===== src/rtl/hazard_if.sv =====
// hazard_if: stage fields from the datapath and hazard controls back to it.
interface hazard_if;
    logic [4:0] Rs1D, Rs2D, Rs1E, Rs2E, RdE, RdM, RdW;
    logic       RegWriteE, RegWriteM, RegWriteW, ResultSrcE0, PCSrcE, MdStartE;
    logic       StallF, StallD, FlushD, StallE, FlushE, FlushM, MdBusy, MdDone;
    logic [1:0] ForwardAE, ForwardBE;

    modport master(
        output Rs1D, Rs2D, Rs1E, Rs2E, RdE, RdM, RdW,
        output RegWriteE, RegWriteM, RegWriteW, ResultSrcE0, PCSrcE, MdStartE,
        input  StallF, StallD, FlushD, StallE, FlushE, FlushM, MdBusy, MdDone,
        input  ForwardAE, ForwardBE
    );

    modport slave(
        input  Rs1D, Rs2D, Rs1E, Rs2E, RdE, RdM, RdW,
        input  RegWriteE, RegWriteM, RegWriteW, ResultSrcE0, PCSrcE, MdStartE,
        output StallF, StallD, FlushD, StallE, FlushE, FlushM, MdBusy, MdDone,
        output ForwardAE, ForwardBE
    );
endinterface


===== src/rtl/hazard_ctrl.sv =====
// hazard_ctrl: stall/flush/forward control for the 5-stage pipeline plus MUL/DIV hold FSM.
// Define HAZ_FWD_EN to forward from M/W; otherwise RAW hazards on E/M stall Decode.
module hazard_ctrl #(
    parameter int MD_LATENCY = 4
) (
    input logic clk,
    input logic reset,
    hazard_if.slave h
);
    typedef enum logic [1:0] {IDLE, RUN, DONE} state_t;

    localparam logic [3:0] CNT_INIT = (MD_LATENCY >= 3) ? 4'(MD_LATENCY - 3) : 4'd0;
    localparam bit MULTI = MD_LATENCY >= 2;
    localparam bit SHORT = MD_LATENCY == 2;

    state_t     state, state_n;
    logic [3:0] cnt, cnt_n;
    logic       md_stall, md_done, lw_stall, raw_stall;
    logic [1:0] fwd_a, fwd_b;

    function automatic logic hit(input logic [4:0] a, input logic [4:0] b);
        return (a != '0) && (a == b);
    endfunction

    always_ff @(posedge clk or posedge reset)
        if (reset) begin
            state <= IDLE;
            cnt   <= '0;
        end else begin
            state <= state_n;
            cnt   <= cnt_n;
        end

    always_comb begin
        state_n  = state;
        cnt_n    = cnt;
        md_stall = 1'b0;
        md_done  = 1'b0;
        case (state)
            IDLE: if (h.MdStartE && MULTI) begin
                md_stall = 1'b1;
                state_n  = SHORT ? DONE : RUN;
                cnt_n    = CNT_INIT;
            end
            RUN: begin
                md_stall = 1'b1;
                state_n  = (cnt == '0) ? DONE : RUN;
                cnt_n    = (cnt == '0) ? cnt : cnt - 4'd1;
            end
            DONE: begin
                md_done = 1'b1;
                state_n = IDLE;
            end
            default: state_n = IDLE;
        endcase
    end

    assign lw_stall = h.ResultSrcE0 && (hit(h.RdE, h.Rs1D) || hit(h.RdE, h.Rs2D));

`ifdef HAZ_FWD_EN
    assign raw_stall = 1'b0;
    assign fwd_a = (h.RegWriteM && hit(h.RdM, h.Rs1E)) ? 2'b10 :
                   (h.RegWriteW && hit(h.RdW, h.Rs1E)) ? 2'b01 : 2'b00;
    assign fwd_b = (h.RegWriteM && hit(h.RdM, h.Rs2E)) ? 2'b10 :
                   (h.RegWriteW && hit(h.RdW, h.Rs2E)) ? 2'b01 : 2'b00;
`else
    // Writeback matches are safe: the register file writes on the falling edge.
    assign raw_stall = (h.RegWriteE && (hit(h.RdE, h.Rs1D) || hit(h.RdE, h.Rs2D))) ||
                       (h.RegWriteM && (hit(h.RdM, h.Rs1D) || hit(h.RdM, h.Rs2D)));
    assign fwd_a = 2'b00;
    assign fwd_b = 2'b00;
    logic unused_fwd;
    assign unused_fwd = ^{h.Rs1E, h.Rs2E, h.RdW, h.RegWriteW};
`endif

    // Outputs are forced low while reset is held, independent of the stage fields.
    assign h.StallF    = ~reset & (lw_stall | md_stall | raw_stall);
    assign h.StallD    = ~reset & (lw_stall | md_stall | raw_stall);
    assign h.StallE    = ~reset & md_stall;
    assign h.FlushM    = ~reset & md_stall;
    assign h.FlushD    = ~reset & h.PCSrcE;
    assign h.FlushE    = ~reset & (lw_stall | raw_stall | h.PCSrcE) & ~md_stall;
    assign h.MdBusy    = ~reset & md_stall;
    assign h.MdDone    = ~reset & md_done;
    assign h.ForwardAE = reset ? 2'b00 : fwd_a;
    assign h.ForwardBE = reset ? 2'b00 : fwd_b;
endmodule


===== src/flat_wrapper.sv =====
// flat-port wrapper written by rule: the top's interface ports become plain ports
module hazard_ctrl_flat 
#(
    parameter int MD_LATENCY = 4
)
  (clk, reset, h_Rs1D, h_Rs2D, h_Rs1E, h_Rs2E, h_RdE, h_RdM, h_RdW, h_RegWriteE, h_RegWriteM, h_RegWriteW, h_ResultSrcE0, h_PCSrcE, h_MdStartE, h_StallF, h_StallD, h_FlushD, h_StallE, h_FlushE, h_FlushM, h_MdBusy, h_MdDone, h_ForwardAE, h_ForwardBE);
  hazard_if h_i ();
  input logic clk;
  input logic reset;
  input wire logic [$bits(h_i.Rs1D)-1:0] h_Rs1D;
  input wire logic [$bits(h_i.Rs2D)-1:0] h_Rs2D;
  input wire logic [$bits(h_i.Rs1E)-1:0] h_Rs1E;
  input wire logic [$bits(h_i.Rs2E)-1:0] h_Rs2E;
  input wire logic [$bits(h_i.RdE)-1:0] h_RdE;
  input wire logic [$bits(h_i.RdM)-1:0] h_RdM;
  input wire logic [$bits(h_i.RdW)-1:0] h_RdW;
  input wire logic [$bits(h_i.RegWriteE)-1:0] h_RegWriteE;
  input wire logic [$bits(h_i.RegWriteM)-1:0] h_RegWriteM;
  input wire logic [$bits(h_i.RegWriteW)-1:0] h_RegWriteW;
  input wire logic [$bits(h_i.ResultSrcE0)-1:0] h_ResultSrcE0;
  input wire logic [$bits(h_i.PCSrcE)-1:0] h_PCSrcE;
  input wire logic [$bits(h_i.MdStartE)-1:0] h_MdStartE;
  output wire logic [$bits(h_i.StallF)-1:0] h_StallF;
  output wire logic [$bits(h_i.StallD)-1:0] h_StallD;
  output wire logic [$bits(h_i.FlushD)-1:0] h_FlushD;
  output wire logic [$bits(h_i.StallE)-1:0] h_StallE;
  output wire logic [$bits(h_i.FlushE)-1:0] h_FlushE;
  output wire logic [$bits(h_i.FlushM)-1:0] h_FlushM;
  output wire logic [$bits(h_i.MdBusy)-1:0] h_MdBusy;
  output wire logic [$bits(h_i.MdDone)-1:0] h_MdDone;
  output wire logic [$bits(h_i.ForwardAE)-1:0] h_ForwardAE;
  output wire logic [$bits(h_i.ForwardBE)-1:0] h_ForwardBE;
  assign h_i.Rs1D = h_Rs1D;
  assign h_i.Rs2D = h_Rs2D;
  assign h_i.Rs1E = h_Rs1E;
  assign h_i.Rs2E = h_Rs2E;
  assign h_i.RdE = h_RdE;
  assign h_i.RdM = h_RdM;
  assign h_i.RdW = h_RdW;
  assign h_i.RegWriteE = h_RegWriteE;
  assign h_i.RegWriteM = h_RegWriteM;
  assign h_i.RegWriteW = h_RegWriteW;
  assign h_i.ResultSrcE0 = h_ResultSrcE0;
  assign h_i.PCSrcE = h_PCSrcE;
  assign h_i.MdStartE = h_MdStartE;
  assign h_StallF = h_i.StallF;
  assign h_StallD = h_i.StallD;
  assign h_FlushD = h_i.FlushD;
  assign h_StallE = h_i.StallE;
  assign h_FlushE = h_i.FlushE;
  assign h_FlushM = h_i.FlushM;
  assign h_MdBusy = h_i.MdBusy;
  assign h_MdDone = h_i.MdDone;
  assign h_ForwardAE = h_i.ForwardAE;
  assign h_ForwardBE = h_i.ForwardBE;
  hazard_ctrl #(.MD_LATENCY(MD_LATENCY)) u_core (.clk(clk), .reset(reset), .h(h_i));
endmodule

===== config.mk =====
export PLATFORM = sky130hd
export DESIGN_NAME = hazard_ctrl_flat
export DESIGN_NICKNAME = d
export VERILOG_FILES = /design/src/rtl/hazard_if.sv /design/src/rtl/hazard_ctrl.sv /design/src/flat_wrapper.sv
export SDC_FILE = /design/constraint.sdc
export NUM_CORES = 1
export LEC_CHECK = 0
export BUFFER_PORTS_ARGS = -buffer_cell sky130_fd_sc_hd__buf_2
export CAP_MARGIN = 40
export CORE_MARGIN = 2
export CORE_UTILIZATION = 37
export CTS_CLUSTER_SIZE = 40
export DETAILED_ROUTE_END_ITERATION = 6
export PLACE_DENSITY_LB_ADDON = 0.05
export SLEW_MARGIN = 0
export SYNTH_ARGS = -nofsm -noshare
export SYNTH_HDL_FRONTEND = slang
export SYNTH_SLANG_ARGS = --single-unit

===== constraint.sdc =====
create_clock -name clk -period 1.9 [get_ports clk]
set_input_delay 0.38 -clock clk [delete_from_list [all_inputs] [get_ports clk]]
set_output_delay 0.38 -clock clk [all_outputs]
set_load 0.005 [all_outputs]

After elaboration in Yosys (flattened, before gate mapping) --
Index checks and enable logic that the tools add are counted.
Storage, ports and cells: bits in registers 6, logic and storage cells 48
Cells by class: eq/ne operators 8, reduce and logical (&&, ||, !) cells 16, add/sub/neg operators 1, bitwise logic cells 12, multiplexer cells 9
Operator list (count):
- $eq A5 B5 Y1 | 4
- $reduce_bool A5 Y1 | 2
- $mux W4 | 2
- $pmux W4 S2 | 1
- $logic_and A1 B1 Y1 | 7
- $and A1 B1 Y1 | 6
- $logic_not A4 Y1 | 1
- $mux W2 | 2
- $ne A2 B2 Y1 const B | 2
- $or A1 B1 Y1 | 4
- $pmux W2 S2 | 1
- $sub A4 B1 Y4 const B | 1
- $logic_or A1 B1 Y1 | 3
- $reduce_and A3 Y1 | 1
- $eq A2 B1 Y1 const B | 1
- $eq A2 B2 Y1 const B | 1
- $logic_not A2 Y1 | 1
- $mux W1 | 2
- $not A1 Y1 | 2
- $pmux W1 S2 | 1
- $reduce_bool A2 Y1 | 1

Longest topological paths before layout --
word-level depth 9, mapped depth 6

Worst setup path after synthesis --
OpenSTA, ideal clock, no wires.
path kind input -> output, start input h_RdE[0], end output h_StallF, slack 0.143 ns, data required time 1.520 ns, arrival time 1.377 ns, cell stages on the path 4, cells stage by stage or4_4 o221ai_2 a31oi_1 buf_4
On the way: cells in the longest elaborated chain, start to end 7, elaborated cells on any way between the ends 12
Ends and longest elaborated chain:
- start: declaration | line flat_wrapper.sv:14 | input wire logic [$bits(h_i.RdE)-1:0] h_RdE;
- $eq A5 B5 Y1 or $reduce_bool A5 Y1 (tied branches) | line hazard_ctrl.sv:22 | return (a != '0) && (a == b);
- $logic_and A1 B1 Y1 | line hazard_ctrl.sv:22
- $logic_or A1 B1 Y1 (*) | line hazard_ctrl.sv:58, hazard_ctrl.sv:68
- $logic_and A1 B1 Y1 (on tied branches) | line hazard_ctrl.sv:58, hazard_ctrl.sv:68
- $or A1 B1 Y1 or $logic_or A1 B1 Y1 (tied branches)
- $or A1 B1 Y1 (*)
- $and A1 B1 Y1 (*)
- end: declaration | line flat_wrapper.sv:23 | output wire logic [$bits(h_i.StallF)-1:0] h_StallF;
Mark *: on every way between the ends. The rest lies on a longest branch, timed or not.

Worst setup path in the final report --
start input h_RdE[4], end output h_StallD
On the way: cells in the longest elaborated chain, start to end 7, elaborated cells on any way between the ends 12
Ends and longest elaborated chain:
- $eq A5 B5 Y1 or $reduce_bool A5 Y1 (tied branches) | line hazard_ctrl.sv:22
- $logic_and A1 B1 Y1 | line hazard_ctrl.sv:22
- $logic_or A1 B1 Y1 (*) | line hazard_ctrl.sv:58, hazard_ctrl.sv:68
- $logic_and A1 B1 Y1 (on tied branches) | line hazard_ctrl.sv:58, hazard_ctrl.sv:68
- $or A1 B1 Y1 or $logic_or A1 B1 Y1 (tied branches) | line hazard_ctrl.sv:78, hazard_ctrl.sv:68
- $or A1 B1 Y1 (*) | line hazard_ctrl.sv:78 | assign h.StallD = ~reset & (lw_stall | md_stall | raw_stall);
- $and A1 B1 Y1 (*) | line hazard_ctrl.sv:78
- end: declaration | line flat_wrapper.sv:24 | output wire logic [$bits(h_i.StallD)-1:0] h_StallD;
Marks and branches as above.

==> impl_metrics.yaml <==
critical_path:
  path_max_fanout: 3
  cp.arrival_ns: 1.50
  start_kind: "input port"
  endpoint_kind: "output port"
  critPathRequiredTime_ns: 1.52
  crit_type: "input port to output port"
cts:
  numCtsBuffers: 3
  cts_setup_buffers: 0
  holdBufCountCts: 0
  htree_levels: 1
  cts_buffer_depth: 2
  insertion_delay_ns: 0.24
  cts.sinks: 6
  cts_tree: "yes"
  path_clk_slew_ns: 0.05
  root_buffer: "clkbuf_4"
final_layout:
  area_growth_syn_to_layout_pct: 52.0
  diodes: 0
  mostFrequentLayoutCell: "buf_2"
  stdcell_area_um2: 1030
  fin_nets: 160
  final_cell_mix: "buf_2 (26), xnor2_2 (8), xnor2_1 (8), buf_6 (8), nand2_1 (7)"
  drive_gt1_frac: 0.491
  stdcell_count: 139
routing:
  drt_iter0_markers: 2
  vias: 663
  routed_via_density: 4.77
  wl_mm: 1.61
  drt_pass1_iterations: 3
  drc_errors: 0
  wl_per_cell_um: 11.6
  ant_nets: 0
sta:
  fmax_mhz: 531
  post-route-min-period_ns: 1.88
  hold_violations: 0
  setup-violations-final: 0
  maxSlewViolCount: 0
  finalCritPeriodShare: 0.992
  holdWs_ns: 0.145
  fin_worst_skew_ns: 0.00616
yosys:
  syn_avg_cell_area_um2: 8.55
  synthTopCellsByArea: "dfrtp_1 (22%), xnor2_1 (21%), buf_4 (7.8%)"
  yosysUniqueCellTypes: 30
  synth_top_area_frac: 0.222
  synth_warnings: 0
  synthFlopType: "dfrtp_1"
  syn_inst: 79
  synth-seq-cells: 6
  synth-async-reset-ratio: 1.00
  synth_top_cell_by_area: "dfrtp_1"
  ys_seq_area_frac: 0.222
  synth_edf_count: 0
  netlist_area_um2: 676
floorplanning:
  start_util: 0.391
  rows: 15
  core-area_um2: 1730
  die_h_um: 46.7
  die_area_um2: 2180
  ios: 55
  chipWidth_um: 46.7
pwr:
  pwr-share-clk: 0.134
  leakagePower_nw: 0.492
  p_sw_uw: 337
  swShare: 0.391
  powerDensity_nw_per_um2: 840
  power.internal_uw: 525
  ir_worst_vdd_v: 0.000309
  seqPwrFrac: 0.272
  comb_power_share: 0.593
placed_design:
  dpl.hpwl_mm: 1.27
  place_inst: 136
  placed_area_um2: 855
  portBuffers: 34
  place_congestion: 0.767
worst_hold_path:
  min_path_type: "input port to async pin"
global_route:
  grt_max_degree: 8
  grt_use_total: 0.151
  grt_pass1_vias: 614
  antenna_found_initial: 0
  grt_pass1_wl_mm: 2.33
  gr-total-overflow: 0
job:
  max_cap_viol_count: 0
run_status:
  status: "complete, no violations"
==> layout make-up <==
cell class | instances | area [µm²]
clock buffers | 3 | 22.5
multi-input cells | 64 | 566
well taps | 25 | 31.3
repair buffers | 37 | 243
inverters | 4 | 15.0
flip-flops and latches | 6 | 150
fillers | 178 | 699
==> worst max-delay path, stage by stage <==
cell,delay (ns)
buf_2,0.13
xnor2_1,0.19
nand3_1,0.13
o22ai_2,0.19
o221ai_4,0.13
a31oi_1,0.21
buf_2,0.14
==> cell families after synthesis <==
| kind of cell | share of synthesized area |
|---|---|
| AO/OA/AOI/OAI | 0.169 |
| other | 0.00555 |
| XOR/XNOR | 0.259 |
| AND/OR/NAND/NOR | 0.220 |
| buffers and inverters | 0.106 |
| flip-flops | 0.222 |
| adder cells (fa/ha/maj) | 0.0185 |
==> registers in the layout (all words and copies together), names as in the netlist <==
register / cells
u_core.cnt: 4
u_core.state: 2
==> power by group through the flow <==
stage               logic, mW  clock network [mW]  registers [mW]
detailed placement      0.478                   0           0.239
floorplan               0.352                   0           0.220
finish                  0.512               0.116           0.235
CTS                     0.481               0.121           0.237
global placement        0.474                   0           0.236
global route            0.576               0.125           0.244
==> through the flow <==
stage	util	power (mW)	TNS (ns)	setup slack [ns]
4_1_cts	0.512	0.838	0	0.0153
6_report	0.595	0.863	0	0.0155
5_1_grt	0.595	0.945	-0.169	-0.0768
3_5_place_dp	0.495	0.718	0	0.0126
3_3_place_gp	0.495	0.711	0	0.00230
2_1_floorplan	-	0.572	0	0.143
==> cells in the mapped netlist, types with 2 or more instances <==
master / instances
xnor2_1: 16
buf_4: 7
nand2_1: 7
dfrtp_1: 6
inv_1: 4
nand3_1: 4
xor2_1: 4
nor2_1: 3
a21o_1: 2
a22o_1: 2
a31oi_1: 2
nor3_1: 2
o221ai_2: 2
or4_4: 2
==> final timing paths <==
kind / start / to / slack (ns) / cells past startpoint
max: h_RdE[4] / h_StallD / 0.02 / 7
min: reset / u_core.state[0] / 0.14 / 3
max reg2reg: u_core.cnt[0] / u_core.cnt[0] / 0.39 / 6
min reg2reg: u_core.cnt[1] / u_core.cnt[1] / 0.55 / 1
max in group asynchronous: reset / u_core.state[1] / 1.64 / 3
min in group clk: u_core.cnt[1] / u_core.cnt[1] / 0.55 / 1
==> layer usage <==
layer	up-vias	track usage	routed length, µm
met5	-	0	0
met4	0	0.0944	0
met3	0	0.0308	69
met2	17	0.292	967
met1	310	0.144	571
li1	336	-	-
==> timing repair <==
item | 4_1_cts | 5_1_grt
endpoints found under the setup margin | 2 | 3
gates resized for setup | 1 | 28
pin swaps | 0 | 17
Power figures use the tool's default switching activity.
